### src/rtl/micro_sequencer_pkg.sv
// Shared microword layout, COND encodings and sequencer state encoding.
// Latency: n/a (declarations only).
// Backpressure: n/a.
package micro_sequencer_pkg;

  localparam int MICROSEQ_ADDR_W = 11;
  localparam int MICROSEQ_WORD_W = 41;

  // Field widths, MSB to LSB; the packed struct below fixes the bit positions.
  localparam int A_W     = 6;
  localparam int B_W     = 6;
  localparam int C_W     = 6;
  localparam int ALU_W   = 4;
  localparam int COND_W  = 3;
  localparam int JADDR_W = MICROSEQ_ADDR_W;

  localparam logic DECODE_PREFIX = 1'b1;

  typedef enum logic [COND_W-1:0] {
    COND_NEXT   = 3'b000,
    COND_N      = 3'b001,
    COND_Z      = 3'b010,
    COND_V      = 3'b011,
    COND_C      = 3'b100,
    COND_IR13   = 3'b101,
    COND_JUMP   = 3'b110,
    COND_DECODE = 3'b111
  } cond_e;

  typedef enum logic [1:0] {
    BOOT = 2'd0,
    RUN  = 2'd1,
    WAIT = 2'd2
  } state_e;

  typedef struct packed {
    logic [A_W-1:0]     a;
    logic               amux;
    logic [B_W-1:0]     b;
    logic               bmux;
    logic [C_W-1:0]     c;
    logic               cmux;
    logic               rd;
    logic               wr;
    logic [ALU_W-1:0]   alu;
    cond_e              cond;
    logic [JADDR_W-1:0] jaddr;
  } mword_t;

endpackage

### src/rtl/micro_next_addr.sv
// Next-microaddress selection from COND, JADDR, PSR flags and IR fields.
// Latency: purely combinational.
// Backpressure: none.
module micro_next_addr
  import micro_sequencer_pkg::*;
(
  input  logic [MICROSEQ_ADDR_W-1:0] csai,
  input  cond_e                      cond,
  input  logic [JADDR_W-1:0]         jaddr,
  input  logic [3:0]                 flags,
  input  logic [1:0]                 ir_op,
  input  logic [5:0]                 ir_op3,
  input  logic                       ir_bit13,
  output logic [MICROSEQ_ADDR_W-1:0] next_addr
);

  logic [MICROSEQ_ADDR_W-1:0] csai_inc;

  // Natural width wrap gives 2047 -> 0.
  assign csai_inc = csai + 1'b1;

  always_comb begin
    next_addr = csai_inc;
    case (cond)
      COND_NEXT:   next_addr = csai_inc;
      COND_N:      next_addr = flags[3] ? jaddr : csai_inc;
      COND_Z:      next_addr = flags[2] ? jaddr : csai_inc;
      COND_V:      next_addr = flags[1] ? jaddr : csai_inc;
      COND_C:      next_addr = flags[0] ? jaddr : csai_inc;
      COND_IR13:   next_addr = ir_bit13 ? jaddr : csai_inc;
      COND_JUMP:   next_addr = jaddr;
      COND_DECODE: next_addr = {DECODE_PREFIX, ir_op, ir_op3, 2'b00};
      default:     next_addr = csai_inc;
    endcase
  end

endmodule

### src/rtl/micro_sequencer.sv
// Microprogram sequencer: CSAI/MIR registers, ROM addressing, memory-stall FSM (optional MICROSEQ_SINGLESTEP_EN).
// Latency: one microinstruction per clock; ROM address is combinational from MIR/CSAI/flags/IR.
// Backpressure: holds MIR/CSAI while a RD/WR waits for MemReady (and, with single-step, while Step_In=0).
module micro_sequencer
  import micro_sequencer_pkg::*;
#(
  parameter logic [MICROSEQ_ADDR_W-1:0] MICROSEQ_RESET_ADDR = 11'd0
) (
  input  logic                       MICROSEQ_CLOCK_50,
  input  logic                       MICROSEQ_RESET_InLow,
  output logic [MICROSEQ_ADDR_W-1:0] MICROSEQ_ROMAddr_Out,
  input  logic [MICROSEQ_WORD_W-1:0] MICROSEQ_ROMData_In,
  input  logic [31:0]                MICROSEQ_IR_In,
  input  logic [3:0]                 MICROSEQ_Flags_In,
`ifdef MICROSEQ_SINGLESTEP_EN
  input  logic                       MICROSEQ_Step_In,
`endif
  input  logic                       MICROSEQ_MemReady_In,
  output logic [MICROSEQ_WORD_W-1:0] MICROSEQ_MIR_Out,
  output logic                       MICROSEQ_MIRValid_Out,
  output logic [MICROSEQ_ADDR_W-1:0] MICROSEQ_CSAI_Out
);

  state_e                     state_q, state_d;
  mword_t                     mir_q;
  logic                       mir_valid_q;
  logic [MICROSEQ_ADDR_W-1:0] csai_q, csai_d;
  logic [MICROSEQ_ADDR_W-1:0] next_addr;
  logic                       load;
  logic                       mem_ok;
  logic                       step_ok;
  logic                       unused_ir;

`ifdef MICROSEQ_SINGLESTEP_EN
  assign step_ok = MICROSEQ_Step_In;
`else
  assign step_ok = 1'b1;
`endif

  // IR bits outside op/op3/bit13 are not consumed by sequencing.
  assign unused_ir = ^{MICROSEQ_IR_In[29:25], MICROSEQ_IR_In[18:14], MICROSEQ_IR_In[12:0]};

  assign mem_ok = !(mir_q.rd || mir_q.wr) || MICROSEQ_MemReady_In;

  micro_next_addr u_next_addr (
    .csai      (csai_q),
    .cond      (mir_q.cond),
    .jaddr     (mir_q.jaddr),
    .flags     (MICROSEQ_Flags_In),
    .ir_op     (MICROSEQ_IR_In[31:30]),
    .ir_op3    (MICROSEQ_IR_In[24:19]),
    .ir_bit13  (MICROSEQ_IR_In[13]),
    .next_addr (next_addr)
  );

  always_comb begin
    state_d              = state_q;
    load                 = 1'b0;
    csai_d               = csai_q;
    MICROSEQ_ROMAddr_Out = next_addr;
    case (state_q)
      BOOT: begin
        MICROSEQ_ROMAddr_Out = MICROSEQ_RESET_ADDR;
        load                 = 1'b1;
        csai_d               = MICROSEQ_RESET_ADDR;
        state_d              = RUN;
      end
      RUN: begin
        if (!mem_ok) begin
          state_d = WAIT;
        end else if (step_ok) begin
          load   = 1'b1;
          csai_d = next_addr;
        end
      end
      WAIT: begin
        if (mem_ok && step_ok) begin
          load    = 1'b1;
          csai_d  = next_addr;
          state_d = RUN;
        end
      end
      default: state_d = BOOT;
    endcase
  end

  always_ff @(posedge MICROSEQ_CLOCK_50 or negedge MICROSEQ_RESET_InLow) begin
    if (!MICROSEQ_RESET_InLow) begin
      state_q     <= BOOT;
      mir_q       <= '0;
      mir_valid_q <= 1'b0;
      csai_q      <= MICROSEQ_RESET_ADDR;
    end else begin
      state_q <= state_d;
      if (load) begin
        mir_q       <= MICROSEQ_ROMData_In;
        csai_q      <= csai_d;
        mir_valid_q <= 1'b1;
      end
    end
  end

  assign MICROSEQ_MIR_Out      = mir_q;
  assign MICROSEQ_MIRValid_Out = mir_valid_q;
  assign MICROSEQ_CSAI_Out     = csai_q;

endmodule

### config.mk
export PLATFORM = sky130hd
export DESIGN_NAME = micro_sequencer
export DESIGN_NICKNAME = d
export VERILOG_FILES = /design/src/rtl/micro_sequencer_pkg.sv /design/src/rtl/micro_next_addr.sv /design/src/rtl/micro_sequencer.sv
export SDC_FILE = /design/constraint.sdc
export NUM_CORES = 1
export LEC_CHECK = 0
export CAP_MARGIN = 10
export CORE_ASPECT_RATIO = 1.25
export CORE_UTILIZATION = 37
export CTS_CLUSTER_DIAMETER = 60
export DETAILED_ROUTE_END_ITERATION = 12
export GPL_TIMING_DRIVEN = 0
export PLACE_DENSITY = 0.77
export SKIP_CTS_REPAIR_TIMING = 1
export SLEW_MARGIN = 10
export SYNTH_ARGS = -nofsm -noshare
export SYNTH_HDL_FRONTEND = slang
export SYNTH_HIERARCHICAL = 1
export SYNTH_SLANG_ARGS = --single-unit
export TNS_END_PERCENT = 1
### constraint.sdc
create_clock -name MICROSEQ_CLOCK_50 -period 1.9 [get_ports MICROSEQ_CLOCK_50]
set_clock_uncertainty 0.05 [all_clocks]
set_input_delay 0.19 -clock MICROSEQ_CLOCK_50 [delete_from_list [all_inputs] [get_ports MICROSEQ_CLOCK_50]]
set_output_delay 0.19 -clock MICROSEQ_CLOCK_50 [all_outputs]
set_load 0.03 [all_outputs]
==> run metrics <==
outcome complete, but fails checks; failing checks negative setup slack; most frequent cells in the layout 108 x clkdlybuf4s50_1, 52 x dfrtp_1, 38 x mux2_2; Avg WL per Cell 16.33 um; Startpoint Class flop; worst slew pin tran approximately 0.73 ns; Top cell by count, worst path buf_6; ys flop type dfrtp_1; global route total overflow 0; Total Wirelength about 7800 um; Synth top area share between 40% and 50%; Post-Synth XOR/XNOR Area under 10%; drt drc 0; Setup WS post-layout -0.4666 ns; RSZ-0062 raised after global routing true; CP delay by family, top simple AND/OR/NAND/NOR gates; PortBufs between 100 and 150; Initial Util between 30% and 40%; crit path max fanout 8; commonest non-fill, non-tap cell in the layout clkdlybuf4s50_1; final net count between 400 and 500; Static Leak 1.909 nW; asr flop ratio synth 100.0%; final non-filler cell total 480; first-pass GRT wire length between 10000 and 15000 um; synth unique cells a little over 50; max incr delay on CP 0.52 ns; routability cong. between 0.8 and 0.9; Final Setup Violations 52; CTS clock-pin slew for the worst setup and hold paths between 0.1 and 0.15 ns; Critical Path RT between 1.5 and 2 ns; crit share post-route 124.6%; DP HPWL around 5600 um; Final Hold Viols 0; Synth Net Count 339; cts bufs inserted 5; EDFF count, synth 0; max-cap violations 0; ANT cells 0; post-synthesis sequential area ratio between 40% and 50%; simple-gate portion of the synthesized area between 10% and 20%; level count of the clock H-tree 2; Hold/Removal Path Class in -> reg; Ports 144; vias in the first global route approximately 2500; worst vdd ir around 1.6 mV; # clock sinks 55; kind of critical path reg -> out; area share of fa/ha/maj cells after synthesis under 10%; max_slew headroom about half; area grow syn2layout 55.01%; Synth Cell Area ~0.003 mm^2; Arr. time, crit path between 2 and 2.5 ns; WHS roughly 0.41 ns; 1st-iter DRT viols between 70 and 80; mux cell area share after synthesis 18.00%; Worst path slowest cell or4b_4; Antenna Nets Post-Route 0; CP Capture Type output pin; final instance area roughly 0.0047 mm^2; die height ~100 um; Tmin final between 2 and 2.5 ns; Fmax 422.6 MHz; share of cells above drive strength 1 between 30 and 40%; Tot GR Track Use 18.33%; post-synthesis register bit count 55; Core ar. a little under 0.008 mm^2; Pwr per Cell Area 2186 mW/mm^2; Root Driver clkbuf_8; Yosys warnings 6; placement-stage cell area 0.004417 mm^2; syn avg cell area roughly 12 um^2; Yosys top cell by area dfrtp_1; chip width around 83 um; die area around 0.0085 mm^2; site row count 36; First-pass DRT Iterations 4; worst-case clock buffer depth 2; TritonCTS clock tree done; CP bufs+invs 2; largest net degree at the start of global routing 56; largest family of logic cells by synthesized area multiplexers; Slew Viols, Final 0; crit path cell chain buf_6, or4b_4, o41ai_4, nor4_2, o221ai_2, nor2b_4, buf_6; vias per cell between 5 and 6; Cell Count Post-Placement between 400 and 500; Skew-Pair Late Insertion Delay just over 0.3 ns; cells after synthesis around 250; Synth area leaders dfrtp_1 46%, mux2_2 15%, o221ai_2 4.0%; routed vias roughly 2500; initial antenna violation count 0; Synth Area in Compound Gates ~14%
state kept, by name (all words and copies together), names as in the netlist:
register and cells:
MICROSEQ_CSAI_Out 11, state_q 2, MICROSEQ_MIR_Out 41, MICROSEQ_MIRValid_Out 1
Yosys cell counts, drive strengths merged, types with 4 or more instances:
cell type	instances
dfrtp	55
mux2	46
nand2	15
inv	14
a22o	11
buf	11
nor2b	11
o221ai	9
nor2	8
a21oi	7
nand3	7
xnor2	7
ha	6
clkbuf	4
nand2b	4
nor3	4
o21ai	4
cells by family after synthesis:
logic type                 count (synthesis)
AOI/OAI and AO/OA                         43
adders and majority gates                  6
buffers and inverters                     30
and+or+nand+nor                           62
muxes                                     48
xor gates and xnor gates                   9
DFF                                       55
layer usage:
| layer | vias to the layer above | global-route usage [%] | share of wire, % |
|---|---|---|---|
| met4 | 0 | 6.499 | 0.50 |
| met1 | 1248 | 22.49 | 41 |
| li1 | 1164 | - | - |
| met3 | 4 | 3.717 | 5.7 |
| met5 | - | 0 | 0 |
| met2 | 82 | 31.53 | 53 |
stage by stage:
step	utilization, %	setup slack [ns]	TNS, ns	total power [mW]
2_1_floorplan	-	-0.08067	-2.638	6.920
3_3_place_gp	56.39	-1.445	-86.83	9.019
3_5_place_dp	56.35	-0.8587	-22.30	9.172
4_1_cts	57.58	-1.219	-25.12	9.897
5_1_grt	59.51	-0.5521	-21.30	10.80
6_report	59.51	-0.4666	-14.62	10.20
worst register-to-register path, stage by stage (launching register included):
cell,delay (ns)
dfrtp_1,0.46
inv_1,0.11
ha_1,0.32
nor2_1,0.13
a211oi_4,0.43
buf_6,0.23
mux2_2,0.34
final cells by class:
type	count	area (um^2)
sequential	55	1380
inverter	15	56.30
fill	668	3173
tap	95	118.9
multi-input combinational	169	1654
timing repair buffer	124	1241
buffer	14	117.6
clock buffer	5	68.82
clock inverter	3	27.53
path summary, 6_finish.rpt:
check | from | end | slack [ns] | cells after the start
min in group asynchronous | MICROSEQ_RESET_InLow | MICROSEQ_CSAI_Out[4] | 0.42 | 2
min reg2reg | MICROSEQ_MIRValid_Out | MICROSEQ_MIRValid_Out | 0.44 | 1
max reg2reg | state_q[0] | MICROSEQ_MIR_Out[1] | -0.26 | 6
min | MICROSEQ_ROMData_In[16] | MICROSEQ_MIR_Out[16] | 0.41 | 2
max in group asynchronous | MICROSEQ_RESET_InLow | MICROSEQ_MIR_Out[11] | 0.86 | 2
max | MICROSEQ_MIR_Out[12] | MICROSEQ_ROMAddr_Out[8] | -0.47 | 7
where the power goes:
group	internal [mW]	switching [mW]	total, mW	leakage, nW
Combinational	3.50	3.79	7.29	1.21
Clock	0.272	0.436	0.708	0.0463
Sequential	1.75	0.448	2.20	0.654
Power figures use the tool's default switching activity.
==> patch 1: new RTL, same settings <==
Re-encode `state_e` (3 states) as one-hot, 3 bits wide.
--- a/src/rtl/micro_sequencer_pkg.sv
+++ b/src/rtl/micro_sequencer_pkg.sv
@@ -27,10 +27,10 @@
     COND_DECODE = 3'b111
   } cond_e;
 
-  typedef enum logic [1:0] {
-    BOOT = 2'd0,
-    RUN  = 2'd1,
-    WAIT = 2'd2
+  typedef enum logic [2:0] {
+    BOOT = 3'b001,
+    RUN  = 3'b010,
+    WAIT = 3'b100
   } state_e;
 
   typedef struct packed {
Check against the original RTL: same outputs for any inputs over 4 cycles, from zero or initial values and one cycle with MICROSEQ_RESET_InLow low; so few cycles prove little.
==> patch 1 against the unedited design <==
The run still ends with negative setup slack left; cell count increased by 21%; clock power is 71% higher; sequential cell count grew 1; synthesized cell count increased by 25%; cell area increased by 19%; worst setup slack worse by 0.053 ns; global-route usage rose by 1.6 points; synthesized area is 17% higher; fmax fell by 2.2%; total power rose by 30%; via count rose by 23%; worst hold slack improved by 0.011 ns; routed wire length is 34% higher; critical path type unchanged.
==> patch 1: results (changes against the unedited design) <==
The number of unique standard cell types used by synthesis is 55 (+7.8%), and the switching share of total power is 0.441 (-0.0174). The post-synth net total came out at 397 (+17%). In the synthesized netlist, the cells that appear most often are dfrtp_1, mux2_4, a21oi_1, nand2_1, inv_1. The tools report the wire length of the first global-routing pass as 15400 um (+30%). The final reports fail on negative setup slack.

The flow ran to the end, but the final reports show violations. The post-placement setup slack came out at -0.880 ns (-0.0212 ns). The average vias per placed instance was 5.27 (+1.3%). The tools report the global router's overall resource usage as 0.199 (+0.0161). The global-route met1 utilization is 0.246 (+0.0207). Number of setup violations in the final report: 28 (-46%). The largest vdd supply drop was 0.000782 V (-51%). The arithmetic-cell share of the synthesized area counting full adders, half adders and majority gates came out at 0.00357 (-0.0214). The setup slack after layout is -0.520 ns (-0.0533 ns), and the sequential element share of the synthesized area is 0.400 (-0.0576). For the number of global-route vias before repair, the log shows 3065 (+23%).

The kind of cell with the highest combined delay along the critical path is compound AO/OA/AOI/OAI gates. For the power share of the combinational group, the log shows 0.729 (+0.014). met2 is the most crowded layer. The tools report the part of the total power dissipated in sequential elements as 0.180 (-0.036). The fraction of the mapped netlist area in compound gates came out at 0.192 (+0.0513). The HPWL reported at the end of detailed placement was 7420 um (+31%); the met2 wire length was 5480 um (+31%). The largest stage delay on the critical path was 0.45 ns (-0.07 ns). In this run the clock root is driven by a clkbuf_16. The class of the worst hold path was reg2reg.

The relative slew slack was 0.465 (-0.0451); the multiplexer area fraction after synthesis was 0.177 (-0.00279). The count of nets after finishing is 539 (+15%), and the maximum number of pins on one net before global-route repair is 34 (-39%). By area the synthesized netlist is led by dfrtp_1, mux2_4, a21oi_1. The data arrival time of the critical path was 2.18 ns (+0.05 ns). The run gives 2.30 nW (+21%) as the cell leakage power. The register clock-pin slew on the reported worst setup and hold paths is 0.07 ns (-0.05 ns), and the wire length on met3 is 707 um (+60%). Average detailed-routed wire length per instance: 18.0 um (+11%). The share of flip-flops with an asynchronous set or reset after synthesis is 1.00 (unchanged), and the area share of xor/xnor cells in the synthesized design is 0.0296 (+0.00341).

The final weighted congestion of routability-driven global placement is 0.906 (+3.7%).
-- patch 1: cell count changes in the layout (fill, tap and decap cells not counted), moves of 10 or more --
cell | before | now
mux2_4 | 2 | 38
inv_1 | 14 | 25
o221a_2 | 0 | 11
nand2_1 | 15 | 27
nor2b_4 | 11 | 0
mux2_2 | 38 | 4
a21oi_1 | 5 | 27
and2_4 | 0 | 10
-- patch 1: final timing paths --
check / from / to / slack (ns) / depth (start not counted)
min in group asynchronous: MICROSEQ_RESET_InLow / MICROSEQ_MIR_Out[37] / 0.47 / 2
worst min-delay path: MICROSEQ_MIRValid_Out / MICROSEQ_MIRValid_Out / 0.42 / 1
worst max-delay path: MICROSEQ_MIR_Out[11] / MICROSEQ_ROMAddr_Out[2] / -0.52 / 7
worst min register to register: MICROSEQ_MIRValid_Out / MICROSEQ_MIRValid_Out / 0.42 / 1
worst max register to register: MICROSEQ_MIR_Out[11] / MICROSEQ_CSAI_Out[7] / -0.44 / 9
max in group asynchronous: MICROSEQ_RESET_InLow / MICROSEQ_MIR_Out[11] / 0.73 / 3
-- patch 1: final cells by class --
| type | count | area [um^2] |
|---|---|---|
| multi-input combinational | 209 | 2080 |
| buffer | 23 | 199 |
| tap | 123 | 154 |
| clock inverter | 3 | 68.8 |
| fill | 715 | 3640 |
| timing repair buffer | 137 | 1400 |
| inverter | 26 | 97.6 |
| clock buffer | 5 | 125 |
| sequential | 56 | 1410 |
-- patch 1: stage by stage --
step | cell area (um^2) | util | instances | TNS [ns]
6_report | 5540 | 0.604 | 582 | -8.75
5_1_grt | 5540 | 0.604 | 582 | -11.71
4_1_cts | 5130 | 0.559 | 568 | -13.57
3_5_place_dp | 4940 | 0.538 | 560 | -21.83
3_3_place_gp | 4910 | 0.536 | 559 | -84.36
2_1_floorplan | 3560 | - | 316 | -1.41
==> patch 2: new RTL, same settings <==
Without the edit above. The option `MICROSEQ_SINGLESTEP_EN` is turned on by a define.
--- a/src/rtl/micro_sequencer.sv
+++ b/src/rtl/micro_sequencer.sv
@@ -1,6 +1,8 @@
 // Microprogram sequencer: CSAI/MIR registers, ROM addressing, memory-stall FSM (optional MICROSEQ_SINGLESTEP_EN).
 // Latency: one microinstruction per clock; ROM address is combinational from MIR/CSAI/flags/IR.
 // Backpressure: holds MIR/CSAI while a RD/WR waits for MemReady (and, with single-step, while Step_In=0).
+`define MICROSEQ_SINGLESTEP_EN
+
 module micro_sequencer
   import micro_sequencer_pkg::*;
 #(
Ports: changed (added MICROSEQ_Step_In); port bits go from 144 to 145. No check against the original RTL was run, so the function may have changed too.
==> patch 2 against the unedited design <==
The flow still finishes with violations (negative setup slack); routed wire length rose by 7.8%; cell area rose by 1.2%; total power fell by 4.0%; worst setup slack barely moved; fmax barely moved; worst hold slack improved by 0.024 ns; core utilization rose by 0.34 points; register-to-register slack improved by 0.09 ns; sequential cell count did not move; synthesized area rose by 1.6%.
==> patch 2: results (changes against the unedited design) <==
Register clock-pin slew on the reported worst setup and hold paths: 0.10 ns (-0.02 ns). Global router's overall resource usage: 0.190 (+0.00685). Arithmetic-cell share of the synthesized area counting full adders, half adders and majority gates: 0.0246 (-0.000388). Area share of xor/xnor cells in the synthesized design: 0.0258 (-0.000407). The flow ran to the end, but the final reports show violations.

The number of unique standard cell types used by synthesis is 49 (-3.9%), and the average detailed-routed wire length per instance is 16.8 um (+2.6%). The number of standard cells after synthesis was 277 (+9.5%); the number of iterations in the first detailed-routing pass was 5 (+1). Largest vdd supply drop: 0.00126 V (-21%). The final weighted congestion of routability-driven global placement was 0.827 (-5.3%).

The logs give -0.466 ns (+0.000253 ns) for the setup slack after layout and 3320 um (+4.1%) for the sum of routed wire segments on met1. The launch point of the critical path is MICROSEQ_MIR_Out[11]. The run gives 2636 (+5.5%) as the detailed-route via count. The run gives 1.92 nW (+0.49%) as the cell leakage power. The tools report the global routing usage on met2 as 0.334 (+0.0191). The run gives -0.844 ns (+0.0143 ns) as the post-placement setup slack. The sequential power is 2.15 mW (-2%). The sequential element share of the synthesized area was 0.450 (-0.00711); the power density over the cells was 2070 nW/um^2 (-5.1%). For the number of cells in the design after placement, the log shows 493 (+5.3%). The post-synth net total is 364 (+7.4%). Fraction of final layout cells with drive strength greater than 1: 0.301 (-0.00836). The endpoint identified for the worst register-to-register timing path is MICROSEQ_MIR_Out[12]. The multiplexer area fraction after synthesis was 0.170 (-0.0102). The tools report the last element of the critical path as MICROSEQ_ROMAddr_Out[7]. The post-route setup TNS is -11.13 ns (+3.49 ns), and the slack of the worst reg-to-reg path is -0.17 ns (+0.09 ns). After synthesis, the cell types taking the most area are dfrtp_1, mux2_2, nand2_1.

The wire length on met3 was 585 um (+32%); the count of input and output buffers was 121 (+0.83%). The logs give 4440 um (+6.4%) for the met2 wire length and 45 (-37%) for the count of routing violations after the opening detailed-route iteration. The tools report the wire length after detailed routing as 8450 um (+7.8%).

The logs give 0.434 ns (+0.0239 ns) for the tightest hold margin and 0.079 (+0.010) for the fraction of power consumed by the clock network. The final reports fail on negative setup slack. The fraction of the mapped netlist area in compound gates was 0.135 (-0.00629).

The path class of the tightest hold or removal check is in2async. The commonest cells after synthesis are dfrtp_1, mux2_2, nand2_1, inv_1, o21ai_0. The met3 routing resource usage after global routing was 0.0502 (+0.0130); the number of setup violations in the final report was 60 (+15%).
-- patch 2: changes by cell type in the layout (fill, tap and decap cells not counted), sizes merged, moves of 2 or more --
| cell | delta |
|---|---|
| nand2 | +23 |
| a22o | -11 |
| o21ai | +11 |
| clkbuf | +2 |
| mux2 | -2 |
| or2 | -2 |
-- patch 2: layout make-up --
class	count	area, um^2	share of cell area
Buffer	15	124	0.0263
Clock buffer	6	72.6	0.0154
Clock inverter	1	30.0	0.00636
Inverter	16	60.1	0.0127
Multi-Input combinational cell	191	1700	0.359
Sequential cell	55	1380	0.292
Tap cell	95	119	0.0252
Timing Repair Buffer	125	1240	0.262
-- patch 2: critical path: stages, from the launching register on --
cell	delay [ns]
dfrtp_2	0.44
buf_6	0.15
mux2_4	0.33
o21ai_4	0.20
o21ai_4	0.14
o221ai_2	0.22
nor2b_4	0.18
buf_4	0.17
